**config.mk**
```make
export PLATFORM = sky130hd
export DESIGN_NAME = mc_cpu_core
export DESIGN_NICKNAME = d
export VERILOG_FILES = /design/src/rtl/mc_cpu_core.sv
export SDC_FILE = /design/constraint.sdc
export NUM_CORES = 2
export LEC_CHECK = 0
export CAP_MARGIN = 20
export CORE_UTILIZATION = 45
export DETAILED_ROUTE_END_ITERATION = 6
export SYNTH_ARGS = -nofsm -noshare
export SYNTH_HDL_FRONTEND = slang
export SYNTH_SLANG_ARGS = --single-unit
```
**constraint.sdc**
```tcl
create_clock -name clk_i -period 53.6 [get_ports clk_i]
set_clock_uncertainty 0.05 [all_clocks]
set_input_delay 8.04 -clock clk_i [delete_from_list [all_inputs] [get_ports clk_i]]
set_output_delay 8.04 -clock clk_i [all_outputs]
set_load 0.1 [all_outputs]
```
**src/rtl/mc_cpu_core.sv**
```systemverilog
// Multicycle MIPS-subset core: FETCH/DECODE/EXEC/MEM/WB over one shared memory port with a ready handshake.
// Illegal or misaligned operations park the core in an absorbing TRAP state until reset.
module mc_cpu_core #(
    parameter logic [31:0] RESET_PC = 32'h0000_0000,
    parameter int unsigned DBG_A    = 1,
    parameter int unsigned DBG_B    = 31
) (
    input  logic        clk_i,
    input  logic        rst_i,
    output logic        mem_req_o,
    output logic        mem_we_o,
    output logic [31:0] mem_addr_o,
    output logic [31:0] mem_wdata_o,
    input  logic [31:0] mem_rdata_i,
    input  logic        mem_ready_i,
    output logic [31:0] pc_out_o,
    output logic [31:0] inst_out_o,
    output logic        retire_o,
    output logic        trap_o,
    output logic [31:0] dbg_a_o,
    output logic [31:0] dbg_b_o
);

    localparam logic [2:0] S_FETCH  = 3'd0;
    localparam logic [2:0] S_DECODE = 3'd1;
    localparam logic [2:0] S_EXEC   = 3'd2;
    localparam logic [2:0] S_MEM    = 3'd3;
    localparam logic [2:0] S_WB     = 3'd4;
    localparam logic [2:0] S_TRAP   = 3'd5;

    localparam logic [5:0] OP_RTYPE = 6'h00;
    localparam logic [5:0] OP_J     = 6'h02;
    localparam logic [5:0] OP_JAL   = 6'h03;
    localparam logic [5:0] OP_BEQ   = 6'h04;
    localparam logic [5:0] OP_BNE   = 6'h05;
    localparam logic [5:0] OP_ADDI  = 6'h08;
    localparam logic [5:0] OP_ANDI  = 6'h0C;
    localparam logic [5:0] OP_ORI   = 6'h0D;
    localparam logic [5:0] OP_LUI   = 6'h0F;
    localparam logic [5:0] OP_LW    = 6'h23;
    localparam logic [5:0] OP_SW    = 6'h2B;

    localparam logic [5:0] FN_SLL = 6'h00;
    localparam logic [5:0] FN_SRL = 6'h02;
    localparam logic [5:0] FN_JR  = 6'h08;
    localparam logic [5:0] FN_ADD = 6'h20;
    localparam logic [5:0] FN_SUB = 6'h22;
    localparam logic [5:0] FN_AND = 6'h24;
    localparam logic [5:0] FN_OR  = 6'h25;
    localparam logic [5:0] FN_SLT = 6'h2A;

    localparam logic [4:0] DBG_A_IDX = DBG_A[4:0];
    localparam logic [4:0] DBG_B_IDX = DBG_B[4:0];

    logic [2:0]  state_q, state_d;
    logic [31:0] pc_q, pc_d;
    logic [31:0] ir_q, ir_d;
    logic [31:0] a_q, a_d;
    logic [31:0] b_q, b_d;
    logic [31:0] imm_q, imm_d;
    logic [31:0] tgt_q, tgt_d;
    logic [31:0] alu_q, alu_d;
    logic [31:0] mdr_q, mdr_d;
    logic        retire_q, retire_d;
    logic        trap_q, trap_d;
    logic [31:0] regs_q [32];

    logic        rf_we;
    logic [4:0]  rf_waddr;
    logic [31:0] rf_wdata;

    logic [5:0]  op, funct;
    logic [4:0]  rs, rt, rd, shamt;
    logic [31:0] imm_sext, imm_zext, addr_sum;

    assign op       = ir_q[31:26];
    assign rs       = ir_q[25:21];
    assign rt       = ir_q[20:16];
    assign rd       = ir_q[15:11];
    assign shamt    = ir_q[10:6];
    assign funct    = ir_q[5:0];
    assign imm_sext = {{16{ir_q[15]}}, ir_q[15:0]};
    assign imm_zext = {16'h0000, ir_q[15:0]};
    assign addr_sum = a_q + imm_q;

    always_comb begin
        state_d  = state_q;
        pc_d     = pc_q;
        ir_d     = ir_q;
        a_d      = a_q;
        b_d      = b_q;
        imm_d    = imm_q;
        tgt_d    = tgt_q;
        alu_d    = alu_q;
        mdr_d    = mdr_q;
        retire_d = 1'b0;
        trap_d   = trap_q;
        rf_we    = 1'b0;
        rf_waddr = 5'd0;
        rf_wdata = 32'd0;

        case (state_q)
            S_FETCH: begin
                if (pc_q[1:0] != 2'b00) begin
                    state_d = S_TRAP;
                    trap_d  = 1'b1;
                end else if (mem_ready_i) begin
                    ir_d    = mem_rdata_i;
                    pc_d    = pc_q + 32'd4;
                    state_d = S_DECODE;
                end
            end
            S_DECODE: begin
                a_d     = regs_q[rs];
                b_d     = regs_q[rt];
                imm_d   = (op == OP_ANDI || op == OP_ORI) ? imm_zext : imm_sext;
                tgt_d   = pc_q + {imm_sext[29:0], 2'b00};
                state_d = S_EXEC;
            end
            S_EXEC: begin
                state_d = S_WB;
                case (op)
                    OP_RTYPE: begin
                        case (funct)
                            FN_ADD: alu_d = a_q + b_q;
                            FN_SUB: alu_d = a_q - b_q;
                            FN_AND: alu_d = a_q & b_q;
                            FN_OR:  alu_d = a_q | b_q;
                            FN_SLT: alu_d = {31'd0, $signed(a_q) < $signed(b_q)};
                            FN_SLL: alu_d = b_q << shamt;
                            FN_SRL: alu_d = b_q >> shamt;
                            FN_JR: begin
                                pc_d     = a_q;
                                retire_d = 1'b1;
                                state_d  = S_FETCH;
                            end
                            default: begin
                                state_d = S_TRAP;
                                trap_d  = 1'b1;
                            end
                        endcase
                    end
                    OP_ADDI: alu_d = a_q + imm_q;
                    OP_ANDI: alu_d = a_q & imm_q;
                    OP_ORI:  alu_d = a_q | imm_q;
                    OP_LUI:  alu_d = {ir_q[15:0], 16'h0000};
                    OP_LW, OP_SW: begin
                        alu_d = addr_sum;
                        if (addr_sum[1:0] != 2'b00) begin
                            state_d = S_TRAP;
                            trap_d  = 1'b1;
                        end else begin
                            state_d = S_MEM;
                        end
                    end
                    OP_BEQ, OP_BNE: begin
                        if ((a_q == b_q) == (op == OP_BEQ)) pc_d = tgt_q;
                        retire_d = 1'b1;
                        state_d  = S_FETCH;
                    end
                    OP_J, OP_JAL: begin
                        // pc_q already holds the jump's address + 4, which is also the link value
                        pc_d     = {pc_q[31:28], ir_q[25:0], 2'b00};
                        rf_we    = (op == OP_JAL);
                        rf_waddr = 5'd31;
                        rf_wdata = pc_q;
                        retire_d = 1'b1;
                        state_d  = S_FETCH;
                    end
                    default: begin
                        state_d = S_TRAP;
                        trap_d  = 1'b1;
                    end
                endcase
            end
            S_MEM: begin
                if (mem_ready_i) begin
                    if (op == OP_LW) begin
                        mdr_d   = mem_rdata_i;
                        state_d = S_WB;
                    end else begin
                        retire_d = 1'b1;
                        state_d  = S_FETCH;
                    end
                end
            end
            S_WB: begin
                rf_waddr = (op == OP_RTYPE) ? rd : rt;
                rf_we    = (rf_waddr != 5'd0);
                rf_wdata = (op == OP_LW) ? mdr_q : alu_q;
                retire_d = 1'b1;
                state_d  = S_FETCH;
            end
            S_TRAP: begin
                state_d = S_TRAP;
            end
            default: begin
                state_d = S_TRAP;
                trap_d  = 1'b1;
            end
        endcase
    end

    always_ff @(posedge clk_i or posedge rst_i) begin
        if (rst_i) begin
            state_q  <= S_FETCH;
            pc_q     <= RESET_PC;
            ir_q     <= 32'd0;
            a_q      <= 32'd0;
            b_q      <= 32'd0;
            imm_q    <= 32'd0;
            tgt_q    <= 32'd0;
            alu_q    <= 32'd0;
            mdr_q    <= 32'd0;
            retire_q <= 1'b0;
            trap_q   <= 1'b0;
        end else begin
            state_q  <= state_d;
            pc_q     <= pc_d;
            ir_q     <= ir_d;
            a_q      <= a_d;
            b_q      <= b_d;
            imm_q    <= imm_d;
            tgt_q    <= tgt_d;
            alu_q    <= alu_d;
            mdr_q    <= mdr_d;
            retire_q <= retire_d;
            trap_q   <= trap_d;
        end
    end

    // R0 is never written, so it reads as zero without a read-side mux
    always_ff @(posedge clk_i or posedge rst_i) begin
        if (rst_i) begin
            for (int i = 0; i < 32; i++) regs_q[i] <= 32'd0;
        end else if (rf_we) begin
            regs_q[rf_waddr] <= rf_wdata;
        end
    end

    // Request is gated by rst so a pending transaction drops the moment reset asserts
    assign mem_req_o   = ~rst_i & (((state_q == S_FETCH) && (pc_q[1:0] == 2'b00)) || (state_q == S_MEM));
    assign mem_we_o    = (state_q == S_MEM) && (op == OP_SW);
    assign mem_addr_o  = (state_q == S_MEM) ? alu_q : pc_q;
    assign mem_wdata_o = b_q;

    assign pc_out_o   = pc_q;
    assign inst_out_o = ir_q;
    assign retire_o   = retire_q;
    assign trap_o     = trap_q;
    assign dbg_a_o    = regs_q[DBG_A_IDX];
    assign dbg_b_o    = regs_q[DBG_B_IDX];

endmodule

```
* Word-level counts from Yosys, hierarchy flattened
Cells that the tools add are included.
** Word-level totals
- Bits of input ports :: 35
- Register bits after elaboration :: 1285
- Output and inout port bits :: 196
** Operators by class
- Shift-type cells :: 2
- Eq/ne operators :: 38
- Add/sub/neg operators :: 5
- Bitwise operators :: 11
- Mux-type cells :: 45
- Magnitude comparators :: 5
- Reduce and logical (&&, ||, !) cells :: 31
** Operators with widths (count)
- 1024-bit bitwise mux :: 1
- 32-bit two-way mux :: 13
- 32-bit binary-select mux with 5-bit select :: 2
- 32-bit one-hot mux with 7 select lines :: 1
- 32-bit demux with 5-bit select :: 1
- 32-bit one-hot mux with 5 select lines :: 1
- 32-bit one-hot mux with 2 select lines :: 2
- 32-bit adder :: 3
- 32-bit one-hot mux with 3 select lines :: 1
- 32-bit AND :: 2
- 32-bit bitwise OR :: 2
- 6-bit equality test (second input constant) :: 7
- 32-bit by 3-bit adder with 32-bit output (second input constant) :: 1
- 32-bit equality test :: 1
- 32-bit < comparator :: 1
- 32-bit by 5-bit left shift with 32-bit output :: 1
- 32-bit by 5-bit right shift with 32-bit output :: 1
- 32-bit subtractor :: 1
- 6-bit by 4-bit equality test with 1-bit output (second input constant) :: 5
- 6-bit by 2-bit equality test with 1-bit output (second input constant) :: 3
- 6-bit >= comparator (second input constant) :: 3
- 5-bit inverter with 6-bit output :: 3
- 8-bit OR reduction :: 2
- 3-bit two-way mux :: 5
- other kinds (37) :: 74

* Longest topological paths before layout
- Depth in word-level cells :: 10
- Depth in mapped cells :: 15

* Worst setup path after synthesis
No wires, ideal clock.
- Path type :: input port to output port
- Start :: in rst_i
- End :: out mem_req_o
- Stages on the path :: 1
- Path slack :: 36.217 ns
- Data arrival time :: 9.293 ns
- Cells stage by stage :: nor2_1
** Between the ends
- Longest elaborated chain between the ends :: 2
** Ends and longest elaborated chain
- from (decl) :: RTL line 9 : input logic rst_i,
- 1-bit inverter :: RTL line 242 : assign mem_req_o = ~rst_i & (((state_q == S_FETCH) && (pc_q[1:0] == 2'b00)) || (state_q == S_MEM));
- 1-bit AND :: RTL line 242
- to (decl) :: RTL line 10 : output logic mem_req_o,
Every way passes these cells.

* Worst setup path after layout
Ends and elaborated chain as after synthesis.

==> run summary <==
Final core occ -> 0.506
Synth warnings -> 0
Post-CTS Resized -> 0
ANT nets after route -> 0
DIE HEIGHT -> 413 microns
Core footprint -> 0.167 sq mm
LEAKAGE -> 34.3 nW
Layout cell share with drive strength beyond 1 -> 0.179
Crit path max fanout -> 2
PwrDens -> 29.2 mW/mm^2
Data required, critical path -> 45510 ps
Yosys reg bits -> 1270
Reg clk slew, reported paths -> 60 ps
Combinational power share -> 0.168
Gr ovfl total -> 0
Global routing usage on met2 -> 0.515
R2r endpoint -> mem_wdata_o[6]
Max_cap viols -> 0
Netlist Area Pre-Place -> 0.0759 sq mm
GRT Max-Usage Layer -> met2
Internal power -> 1.66 mW
DR vias -> 60900
TritonCTS clock tree -> done
Pin count of the biggest net entering global routing -> 158
Worst path top cell family by delay -> buffers and inverters
Clock Sinks -> 1270
Psw -> 0.806 mW
Seq/Total Area, Yosys -> 0.419
Critical Path AT -> 9900 ps
Post-route setup TNS -> 0 ps
CTS Buf Count -> 143
DR iter-0 viols -> 7523
Netlist cell types -> 100
Critical path class -> input pin to primary output
Antenna violations before repair -> 5
Drt drc -> 0
Slew @ Worst Pin -> 1180 ps
Hold Path Stages -> 0
Post-CTS Repair Setup Buffers -> 0
Final worst path period share -> 0.336
Clock tree buffer depth -> 3
Max stage delay on crit path -> 1160 ps
Most frequent CP cell -> clkdlybuf4s50_1
CP Buf/Inv Count -> 2
Hpwl dp -> 187000 microns
Filler instances -> 15000
Reg2reg setup slack -> 48160 ps
Die X -> 413 microns
Post-synth EDFFs -> 0
M3 GR Usage -> 0.0711
GR Util met1 -> 0.463
FMAX -> 0.0556 GHz
Slew Viols, Final -> 0
Clock share of power -> 0.414
Final Hold Fails -> 0
Std-Cell Rows -> 150
Port bufs -> 230
Vias per inst -> 6.42
Worst vdd ir -> 0.0000315 V
Synth Area per Inst -> 10.3 sq um
Critical path launch point type -> input pin
Sequential power share -> 0.417
IO Pins -> 231
Ys flop type -> dfrtp_1
Final net count -> 7389
Global Route Usage Sum -> 0.337
Sw Share -> 0.326
Routed length per instance -> 30.1 microns
RSZ-0062 raised after global routing -> no
Die area -> 0.170 sq mm
Status -> finished, final reports clean
Hold EP -> regs_q[1020]
Final setup viols -> 0
CP max-delay cell -> clkdlybuf4s50_1
Syn-to-layout area delta -> 11.4%
Clk_lat worst skew -> 830 ps
R2R Path Start -> inst_out_o[16]
Slew headroom -> 0.205
R2R depth -> 7
Placer Congestion -> 1.02
Pre-antenna DRT Iters -> 7
Initial core utilization -> 0.454
Cells after Synth -> 7340
# H-tree levels -> 4
Hold Path Class -> flip-flop to flip-flop
Critical path cell sequence -> clkdlybuf4s50_1 > nor2_1 > clkdlybuf4s50_1
Most frequent cells in the layout -> dfrtp_1 (1254), nand2_1 (1058), o21ai_0 (732)
Post-synth ARST share -> 1.00
Post-layout total power -> 2.47 mW
Hold_sp -> regs_q[1020]
First-pass GRT wire length -> 418000 microns
Minimum clock period -> 17990 ps
Commonest non-fill, non-tap cell in the layout -> dfrtp_1
CP endpoint kind -> primary output
Final WL -> 285000 microns
Number of global-route vias before repair -> 59200
Root buffer cell -> clkbuf_16
Hold-fix buffers, CTS -> 0
Synth Net Count -> 7569
==> registers in the layout (all words and copies together) (netlist names) <==
name and flops:
regs_q 960, mdr_q 32, dbg_b_o 32, mem_wdata_o 32, state_q 3, alu_q 32, trap_o 1, tgt_q 32
retire_o 1, pc_out_o 32, imm_q 17, a_q 32, inst_out_o 32, dbg_a_o 32
==> final cells by class <==
cell class,count,area [sq um],share of cell area
Inverter,135,514,0.00608
Sequential cell,1270,31800,0.377
Tap cell,2204,2760,0.0326
Clock inverter,51,762,0.00901
Timing Repair Buffer,424,3840,0.0454
Multi-Input combinational cell,5186,40700,0.482
Antenna cell,5,12.5,0.000148
Clock buffer,205,4080,0.0483
==> cells by family (layout without fill, tap and decap cells) <==
kind of cell               after synthesis  after routing  share of synthesized area
AOI/OAI and AO/OA                     2035           2035                      0.152
xor gates and xnor gates                84             84                    0.00970
adders and majority gates              194            194                     0.0324
buffers and inverters                  884            815                     0.0488
DFF                                   1270           1270                      0.419
muxes                                  902            902                      0.232
other                                    0              5                          0
and+or+nand+nor                       1971           1971                      0.106
==> metrics by stage <==
| stage | cells | setup WS (ps) | instance area, sq um | hold slack, ps |
|---|---|---|---|---|
| 2_1_floorplan | 7340 | 9720 | 75900 | 390 |
| 3_3_place_gp | 9217 | 35610 | 79600 | 326 |
| 3_5_place_dp | 9217 | 35600 | 79600 | 333 |
| 4_1_cts | 9473 | 35590 | 84500 | 346 |
| 5_1_grt | 9476 | 35540 | 84500 | 356 |
| 6_report | 9480 | 35610 | 84500 | 342 |
==> how the worst max path moves through the flow <==
stage,cells past startpoint,from,endpoint,slack (ps)
after floorplan,1,rst_i,a_q[0],9720
after global placement,3,rst_i,mem_req_o,35610
after detailed placement,3,rst_i,mem_req_o,35600
after CTS,3,rst_i,mem_req_o,35590
after global routing,3,rst_i,mem_req_o,35540
final,3,rst_i,mem_req_o,35610
==> cell usage after synthesis, types with 53 or more instances <==
master / instances / area (sq um)
a221oi_1: 53 / 464
nor2_1: 629 / 2360
dfrtp_1: 1270 / 31800
clkbuf_1: 560 / 2100
a21oi_1: 709 / 3550
ha_1: 190 / 2380
buf_1: 88 / 330
nand2_1: 1077 / 4040
o21ai_0: 733 / 3670
mux2i_1: 146 / 1460
buf_4: 68 / 510
mux2_2: 77 / 867
o21ai_1: 170 / 851
mux4_2: 678 / 15300
inv_1: 132 / 495
==> routing by layer <==
layer,share of wire,up-vias
li1,-,26300
met1,0.41,31000
met2,0.46,2924
met3,0.086,677
met4,0.048,4
met5,0.000088,-
==> power groups by stage <==
| stage | combinational, mW | sequential, mW | clock (mW) |
|---|---|---|---|
| finish | 0.416 | 1.03 | 1.02 |
| detailed placement | 0.412 | 1.05 | 0 |
| CTS | 0.413 | 1.03 | 1.04 |
| global placement | 0.411 | 1.05 | 0 |
| global route | 0.438 | 1.03 | 1.07 |
| floorplan | 0.234 | 1.08 | 0 |
Note: power is estimated with default switching activity, not from simulation.
